### src/rtl/uart_bus_pkg.sv
// Shared constants and state encoding for the UART-to-Wishbone command responder.
package uart_bus_pkg;

  localparam logic [7:0] CMD_WRITE   = 8'h57;
  localparam logic [7:0] CMD_READ    = 8'h52;
  localparam logic [7:0] RSP_OK      = 8'h2E;
  localparam logic [7:0] RSP_BUS_ERR = 8'h21;
  localparam logic [7:0] RSP_BAD_CMD = 8'h3F;

  typedef enum logic [2:0] {
    IDLE,
    ADDR,
    DATA,
    BUS,
    TX_LOAD,
    TX_WAIT
  } state_e;

endpackage

### src/rtl/uart_bus_responder.sv
// Decodes host 'W'/'R' commands arriving byte-wise from the UART, runs one
// Wishbone classic cycle per command and streams the response back out.
module uart_bus_responder
  import uart_bus_pkg::*;
#(
  parameter int unsigned BYTE_TIMEOUT = 5000000,
  parameter int unsigned BUS_TIMEOUT  = 255
) (
  input  logic        clk,
  input  logic        rst,
  input  logic        rx_received,
  input  logic [7:0]  rx_byte,
  input  logic        rx_error,
  input  logic        tx_busy,
  output logic        tx_start,
  output logic [7:0]  tx_byte,
  output logic [31:0] wb_adr_o,
  output logic [31:0] wb_dat_o,
  input  logic [31:0] wb_dat_i,
  output logic        wb_we_o,
  output logic [3:0]  wb_sel_o,
  output logic        wb_cyc_o,
  output logic        wb_stb_o,
  input  logic        wb_ack_i,
  output logic        busy
);

  localparam int unsigned GAP_W = $clog2(BYTE_TIMEOUT + 1);
  localparam int unsigned BUS_W = $clog2(BUS_TIMEOUT + 1);
  localparam logic [GAP_W-1:0] GAP_LAST = GAP_W'(BYTE_TIMEOUT - 1);
  localparam logic [BUS_W-1:0] BUS_LAST = BUS_W'(BUS_TIMEOUT - 1);

  state_e             state_q;
  logic               is_write_q;
  logic [1:0]         idx_q;
  logic [GAP_W-1:0]   gap_q;
  logic [BUS_W-1:0]   bus_cnt_q;
  logic [31:0]        shift_q;
  logic [2:0]         remain_q;
  logic               first_wait_q;
  logic               tx_start_q;
  logic [7:0]         tx_byte_q;
  logic [31:0]        adr_q;
  logic [31:0]        dat_q;
  logic               we_q;
  logic               cyc_q;

  always_ff @(posedge clk) begin
    if (rst) begin
      state_q      <= IDLE;
      is_write_q   <= 1'b0;
      idx_q        <= '0;
      gap_q        <= '0;
      bus_cnt_q    <= '0;
      shift_q      <= '0;
      remain_q     <= '0;
      first_wait_q <= 1'b0;
      tx_start_q   <= 1'b0;
      tx_byte_q    <= '0;
      adr_q        <= '0;
      dat_q        <= '0;
      we_q         <= 1'b0;
      cyc_q        <= 1'b0;
    end else begin
      tx_start_q <= 1'b0;
      case (state_q)
        IDLE: begin
          if (rx_received) begin
            if (rx_byte == CMD_WRITE || rx_byte == CMD_READ) begin
              is_write_q <= (rx_byte == CMD_WRITE);
              idx_q      <= '0;
              gap_q      <= '0;
              state_q    <= ADDR;
            end else begin
              shift_q  <= {RSP_BAD_CMD, 24'h0};
              remain_q <= 3'd1;
              state_q  <= TX_LOAD;
            end
          end
        end

        // A framing error abandons the partial command even if a byte arrives with it.
        ADDR, DATA: begin
          if (rx_error) begin
            state_q <= IDLE;
          end else if (rx_received) begin
            gap_q <= '0;
            idx_q <= idx_q + 2'd1;
            if (state_q == ADDR) begin
              adr_q <= {adr_q[23:0], rx_byte};
            end else begin
              dat_q <= {dat_q[23:0], rx_byte};
            end
            if (idx_q == 2'd3) begin
              if (state_q == ADDR && is_write_q) begin
                state_q <= DATA;
              end else begin
                state_q   <= BUS;
                cyc_q     <= 1'b1;
                we_q      <= is_write_q;
                bus_cnt_q <= '0;
              end
            end
          end else if (gap_q == GAP_LAST) begin
            state_q <= IDLE;
          end else begin
            gap_q <= gap_q + 1'b1;
          end
        end

        BUS: begin
          if (wb_ack_i) begin
            cyc_q   <= 1'b0;
            we_q    <= 1'b0;
            state_q <= TX_LOAD;
            if (is_write_q) begin
              shift_q  <= {RSP_OK, 24'h0};
              remain_q <= 3'd1;
            end else begin
              shift_q  <= wb_dat_i;
              remain_q <= 3'd4;
            end
          end else if (bus_cnt_q == BUS_LAST) begin
            cyc_q    <= 1'b0;
            we_q     <= 1'b0;
            shift_q  <= {RSP_BUS_ERR, 24'h0};
            remain_q <= 3'd1;
            state_q  <= TX_LOAD;
          end else begin
            bus_cnt_q <= bus_cnt_q + 1'b1;
          end
        end

        TX_LOAD: begin
          if (!tx_busy) begin
            tx_start_q   <= 1'b1;
            tx_byte_q    <= shift_q[31:24];
            first_wait_q <= 1'b1;
            state_q      <= TX_WAIT;
          end
        end

        // The UART only raises busy one cycle after accepting, so skip that cycle.
        TX_WAIT: begin
          if (first_wait_q) begin
            first_wait_q <= 1'b0;
          end else if (!tx_busy) begin
            remain_q <= remain_q - 3'd1;
            shift_q  <= {shift_q[23:0], 8'h00};
            state_q  <= (remain_q == 3'd1) ? IDLE : TX_LOAD;
          end
        end

        default: state_q <= IDLE;
      endcase
    end
  end

  assign tx_start = tx_start_q;
  assign tx_byte  = tx_byte_q;
  assign wb_adr_o = adr_q;
  assign wb_dat_o = dat_q;
  assign wb_we_o  = we_q;
  assign wb_sel_o = {4{cyc_q}};
  assign wb_cyc_o = cyc_q;
  assign wb_stb_o = cyc_q;
  assign busy     = (state_q != IDLE);

endmodule

### config.mk
export PLATFORM = sky130hd
export DESIGN_NAME = uart_bus_responder
export DESIGN_NICKNAME = d
export VERILOG_FILES = /design/src/rtl/uart_bus_pkg.sv /design/src/rtl/uart_bus_responder.sv
export SDC_FILE = /design/constraint.sdc
export NUM_CORES = 1
export LEC_CHECK = 0
export BUFFER_PORTS_ARGS = -buffer_cell sky130_fd_sc_hd__buf_2
export CELL_PAD_IN_SITES_DETAIL_PLACEMENT = 1
export CELL_PAD_IN_SITES_GLOBAL_PLACEMENT = 2
export CORE_MARGIN = 5
export CORE_UTILIZATION = 32
export CTS_CLUSTER_DIAMETER = 200
export DETAILED_ROUTE_END_ITERATION = 10
export GPL_ROUTABILITY_DRIVEN = 0
export PLACE_DENSITY_LB_ADDON = 0.1
export RECOVER_POWER = 50
export SYNTH_ARGS = -nofsm -noshare
export SYNTH_HDL_FRONTEND = slang
export SYNTH_SLANG_ARGS = --single-unit
### constraint.sdc
create_clock -name clk -period 2.91 [get_ports clk]
set_input_delay 0.1455 -clock clk [delete_from_list [all_inputs] [get_ports clk]]
set_output_delay 0.1455 -clock clk [all_outputs]
set_load 0.02 [all_outputs]
### After elaboration in Yosys (flattened, before gate mapping)

Cells that the tools add are included.

| storage, ports and cells | value |
|---|---|
| output and inout bits | 81 |
| logic and storage cells | 133 |
| bits in registers | 148 |
| bits of input ports | 46 |

| operators by class | value |
|---|---|
| muxes and demuxes | 63 |
| bitwise operators | 4 |
| eq/ne operators | 27 |
| reduce and logical (&&, ||, !) cells | 21 |
| add/subtract/negate cells | 4 |

Operator list:

| cell | count |
|---|---|
| $mux W32 | 7 |
| $mux W23 | 5 |
| $pmux W32 S3 | 1 |
| $mux W3 | 19 |
| $mux W8 | 6 |
| $pmux W23 S2 | 1 |
| $ne A2 B2 Y1 const B | 12 |
| $add A23 B1 Y23 const B | 1 |
| $eq A23 B23 Y1 const B | 1 |
| $eq A8 B7 Y1 const B | 2 |
| $pmux W8 S2 | 1 |
| $pmux W3 S5 | 1 |
| $reduce_and A7 Y1 | 2 |
| $mux W1 | 13 |
| $reduce_and A6 Y1 | 2 |
| $reduce_and A5 Y1 | 2 |
| $pmux W3 S3 | 1 |
| $add A8 B1 Y8 const B | 1 |
| $eq A8 B8 Y1 const B | 1 |
| $mux W2 | 4 |
| $ne A4 B4 Y1 const B | 2 |
| $reduce_and A4 Y1 | 2 |
| $eq A3 B1 Y1 const B | 2 |
| $eq A3 B2 Y1 const B | 2 |
| 16 further kinds | 28 |

### Longest topological paths before layout

| logic depth | value |
|---|---|
| word-level depth | 7 |
| mapped depth | 9 |
| mapped depth without buffers | 7 |

### Worst setup path before layout

No wires, ideal clock.

| path | value |
|---|---|
| path type | register to register |
| start | reg gap_q[0] |
| end | reg state_q[0] |
| path buffers | 1 |
| arrival | 1.985 ns |
| cell stages (with the launch flop) | 8 |
| clock period less this slack | 2.070 ns |
| library setup time | 0.086 ns |
| slack | 0.840 ns |
| cells stage by stage | dfxtp_1 -> ha_1 -> inv_1 -> or3_1 -> or3_4 -> buf_6 -> a31o_1 -> a211oi_1 |

| on the way | value |
|---|---|
| cells in the longest elaborated chain, start to end | 3 |

RTL lines:

| element | line | RTL |
|---|---|---|
| from (decl) | uart_bus_responder.sv:36 | `logic [GAP_W-1:0] gap_q;` |
| from (signal assigned) | uart_bus_responder.sv:107 | `gap_q <= gap_q + 1'b1;` |
| $eq A23 B23 Y1 | uart_bus_responder.sv:104 | `end else if (gap_q == GAP_LAST) begin` |
| $ne A4 B4 Y1 (no source line) | -- |  |
| $reduce_and A7 Y1 (no source line) | -- |  |
| to (signal assigned) | uart_bus_responder.sv:150 | `state_q <= (remain_q == 3'd1) ? IDLE : TX_LOAD;` |
| to (decl) | uart_bus_responder.sv:33 | `state_e state_q;` |

No other way between the ends.
A chain may end at the register's enable or synchronous reset.

### Worst setup path after layout

| path | value |
|---|---|
| start | reg state_q[2] |
| end | reg remain_q[1] |

| on the way | value |
|---|---|
| cells in the longest elaborated chain, start to end | 3 |

RTL lines:

| element | line | RTL |
|---|---|---|
| $eq A3 B2 Y1 (tied with other cells) | uart_bus_responder.sv:66 | `case (state_q)` |
| $ne A3 B3 Y1 (no source line) (tied with other cells) | -- |  |
| $reduce_and A6 Y1 (no source line) | -- |  |
| to (signal assigned) | uart_bus_responder.sv:148 | `remain_q <= remain_q - 3'd1;` |
| to (decl) | uart_bus_responder.sv:39 | `logic [2:0] remain_q;` |

Parallel ways exist; a longest one is shown, timed or not.

==> tab_implementation.tex <==
\begin{tabular}{lr}
\hline
Metric & Value \\
\hline
\multicolumn{2}{l}{\textbf{Outcome}} \\
Result of the run & completed \\
\multicolumn{2}{l}{\textbf{Floorplan}} \\
Die Span X & between 150 and 200 um \\
I/O pin cnt & approximately 130 \\
Count of standard-cell rows & 52 \\
Die Span Y & about 150 um \\
Starting Density & around 33\% \\
Placeable Area & 20230 um\^{}2 \\
Area of the die & 23540 um\^{}2 \\
\multicolumn{2}{l}{\textbf{Global route}} \\
Global route overflow & 0 \\
Total GRT Usage & between 15 and 20\% \\
Maximum number of pins on one net before global-route repair & 59 \\
Wire length of the first global-routing pass & 34.04 mm \\
Number of global-route vias before repair & approximately 6700 \\
Initial antenna violation count & 0 \\
\multicolumn{2}{l}{\textbf{Synthesis}} \\
EDFF count, synth & 0 \\
Ys async rst share & 0\% \\
Post-synth design cell area & $\sim$6600 um\^{}2 \\
Cell types occupying the most area after synthesis & dfxtp\_1 (45\%), nand2\_1 (9.6\%), a21oi\_1 (8.0\%) \\
Largest area contributor in the synthesized netlist & dfxtp\_1 \\
Synthesized netlist cell count & approximately 800 \\
Share of Yosys cell area claimed by the top area cell type & a little under half \\
Synth Flop Type & dfxtp\_1 \\
Distinct cell type count after synthesis & 64 \\
Synthesized area divided by synthesized cell count & just over 8 um\^{}2 \\
Number of register bits inferred by synthesis & 148 \\
Portion of the post-synthesis area used by sequential elements & a little under half \\
Total nets after synthesis & $\sim$870 \\
Yosys warning total & 0 \\
\multicolumn{2}{l}{\textbf{Cells and area}} \\
Number of fillers in the final layout & about 2500 \\
Post-route core utilization & roughly two fifths \\
Leading cell type in the layout, fill and taps excluded & nand2\_1 \\
Final nets & $\sim$990 \\
Leading cell types in the layout, fill and taps excluded & nand2\_1 (169), dfxtp\_1 (148), a21oi\_1 (105) \\
Ant. Diodes & 0 \\
Synth-to-Final Area Change & 23.66\% \\
Layout Cell Area excl Fill & 8140 um\^{}2 \\
Post-route non-filler standard cell count & between 1000 and 1500 \\
Share of post-route cells with drive strength above 1 & approximately an eighth \\
\multicolumn{2}{l}{\textbf{Clock network}} \\
Number of buffers inserted during clock tree synthesis & 17 \\
Cells resized by post-CTS repair & 0 \\
Longest Clk Path Bufs & 2 \\
Root buffer cell & clkbuf\_16 \\
CTS Sinks & around 150 \\
Buffers inserted during post-CTS setup optimization & 0 \\
Clock latency of the later-clocked register in the worst-skew pair & 0.43 ns \\
CTS hold repair buffers & 17 \\
Clock-pin slew of the registers on the worst-case setup and hold paths & 0.07 ns \\
Clock tree from TritonCTS & yes \\
Total number of H-tree levels & 4 \\
\multicolumn{2}{l}{\textbf{STA}} \\
Final worst slack & between 0.3 and 0.4 ns \\
Final critical-path required period & roughly 2.6 ns \\
Final setup violation count & 0 \\
Post-route clock period utilization & 89.22\% \\
Setup repair after global routing missed its margin & false \\
Final count of hold timing violations & 0 \\
Fin Setup TNS & 0 ns \\
Number of max-slew violations in the final report & 0 \\
Worst slew slack as a fraction of its limit & a little over half \\
Highest achievable clock rate & between 300 and 400 MHz \\
Worst clock skew on the final layout & approximately 0.011 ns \\
Slew at the pin with the worst max-slew slack & between 0.6 and 0.7 ns \\
\multicolumn{2}{l}{\textbf{Critical path}} \\
Kind of critical path & reg -> reg \\
Arrival time of data at the critical path endpoint & 2.94 ns \\
Crit. End Element & register \\
Critical path required time & 3.26 ns \\
Maximum fanout along the worst path & 32 \\
Startpoint type of the worst setup path & register \\
Crit path largest cell delay & between 0.5 and 0.6 ns \\
List of cells traversed by the critical path & nand3b\_1 -> clkbuf\_1 -> a211oi\_1 -> buf\_4 -> a211o\_1 -> buf\_12 -> or3\_1 -> a21oi\_1 \\
Cell at the slowest stage of the critical path & dfxtp\_1 \\
\multicolumn{2}{l}{\textbf{Pwr}} \\
Leakage power & 2.761 nW \\
Power per unit of standard cell area & 727.8 nW/um\^{}2 \\
IR Drop Worst-Case VDD & approximately 0.40 mV \\
\multicolumn{2}{l}{\textbf{Drt}} \\
Number of antenna-violating nets in the routed design & 0 \\
Via count of the routed design & $\sim$6500 \\
Detailed Routing Iterations Pass 1 & 4 \\
Initial detailed-routing violation count & between 200 and 250 \\
Total wire length after detailed routing & a little over 20 mm \\
Drc violations & 0 \\
Average wire length per cell after detail routing & 16.96 um \\
Per-cell via count in the routed design & roughly 5.3 \\
\multicolumn{2}{l}{\textbf{Placed design}} \\
Placed standard-cell area & roughly 7500 um\^{}2 \\
Count of input and output buffers & roughly 130 \\
Worst setup slack before clock tree synthesis & approximately 0.34 ns \\
Post-DP HPWL & roughly 14 mm \\
Count of placed standard cells including taps & around 1200 \\
\multicolumn{2}{l}{\textbf{Hold path}} \\
Type of the most critical hold path & in -> reg \\
\multicolumn{2}{l}{\textbf{Flow run}} \\
Max-cap violations & 0 \\
\hline
\end{tabular}
-- path summary, 6_finish.rpt --
kind | cells after the start | slack (ns) | end | startpoint
max | 8 | 0.31 | remain_q[1]$_SDFFE_PP0P_ | state_q[2]$_SDFFE_PP0P_
min | 3 | 0.02 | shift_q[9]$_SDFFE_PP0P_ | wb_dat_i[9]
max reg2reg | 8 | 0.31 | remain_q[1]$_SDFFE_PP0P_ | state_q[2]$_SDFFE_PP0P_
min reg2reg | 2 | 0.45 | wb_dat_o[25]$_SDFFE_PP0P_ | wb_dat_o[25]$_SDFFE_PP0P_
-- Yosys cell counts, types with 10 or more instances --
| library cell | count |
|---|---|
| clkbuf_1 | 44 |
| buf_2 | 13 |
| nand2_1 | 169 |
| a221oi_1 | 18 |
| a21oi_1 | 105 |
| nand3_1 | 16 |
| nor3_1 | 30 |
| nor2_1 | 51 |
| or3_1 | 10 |
| nand4_1 | 13 |
| dfxtp_1 | 148 |
| o21ai_0 | 25 |
| inv_1 | 10 |
| or4_1 | 11 |
-- worst max-delay path: cells and delay by family (launching register included) --
| family | cells | cell delay (ns) |
|---|---|---|
| AO/OA/AOI/OAI | 3 | 0.65 |
| buffers and inverters | 3 | 0.85 |
| flip-flops | 1 | 0.53 |
| AND/OR/NAND/NOR | 2 | 0.49 |
-- state kept, by name, summed over array words and instances, names as in the netlist --
signal	cells
bus_cnt_q	8
first_wait_q	1
gap_q	23
idx_q	2
is_write_q	1
remain_q	3
shift_q	32
state_q	3
tx_byte	8
tx_start	1
wb_adr_o	32
wb_cyc_o	1
wb_dat_o	32
wb_we_o	1
-- cell families (layout without fill, tap and decap cells) --
group                    count (synthesis)  count (layout)  synth area share (%)
multiplexers                             1               1                0.1521
AO/OA/AOI/OAI                          224             224                 21.71
XOR/XNOR                                 3               3                0.3992
flip-flops                             148             148                 45.01
AND/OR/NAND/NOR                        357             357                 26.12
buffers and inverters                   78             210                 5.474
adder cells (fa/ha/maj)                  6               6                 1.140
-- cell type report --
type                            count  area [um^2]  area share (%)
Multi-Input combinational cell    591         3279           40.29
Timing Repair Buffer              167        905.9           11.13
Sequential cell                   148         2963           36.40
Clock inverter                     13        157.7           1.937
Inverter                           11        43.79          0.5380
Clock buffer                       19        452.9           5.564
Tap cell                          270        337.8           4.150
-- stage by stage --
step,total power (W),hold slack [ns]
6_report,0.005925,0.01504
5_1_grt,0.006271,0.02700
4_1_cts,0.006016,0.0007117
3_5_place_dp,0.003682,0.3936
3_3_place_gp,0.003628,0.3824
2_1_floorplan,0.003253,0.2815
-- routing by layer --
metal,GRT usage (%),wire length [um],vias to the layer above
met3,3.393,736,23
met4,5.509,290,0
li1,-,-,3186
met5,0,0,-
met1,22.60,9725,3169
met2,28.81,9921,112
-- power by group --
part / internal [W] / leakage, nW / switching [W]
Sequential: 0.00222 / 1.20 / 0.000152
Clock: 0.00134 / 0.304 / 0.000952
Combinational: 0.000496 / 1.26 / 0.000767
No activity file was read; power rests on OpenSTA's default activity.
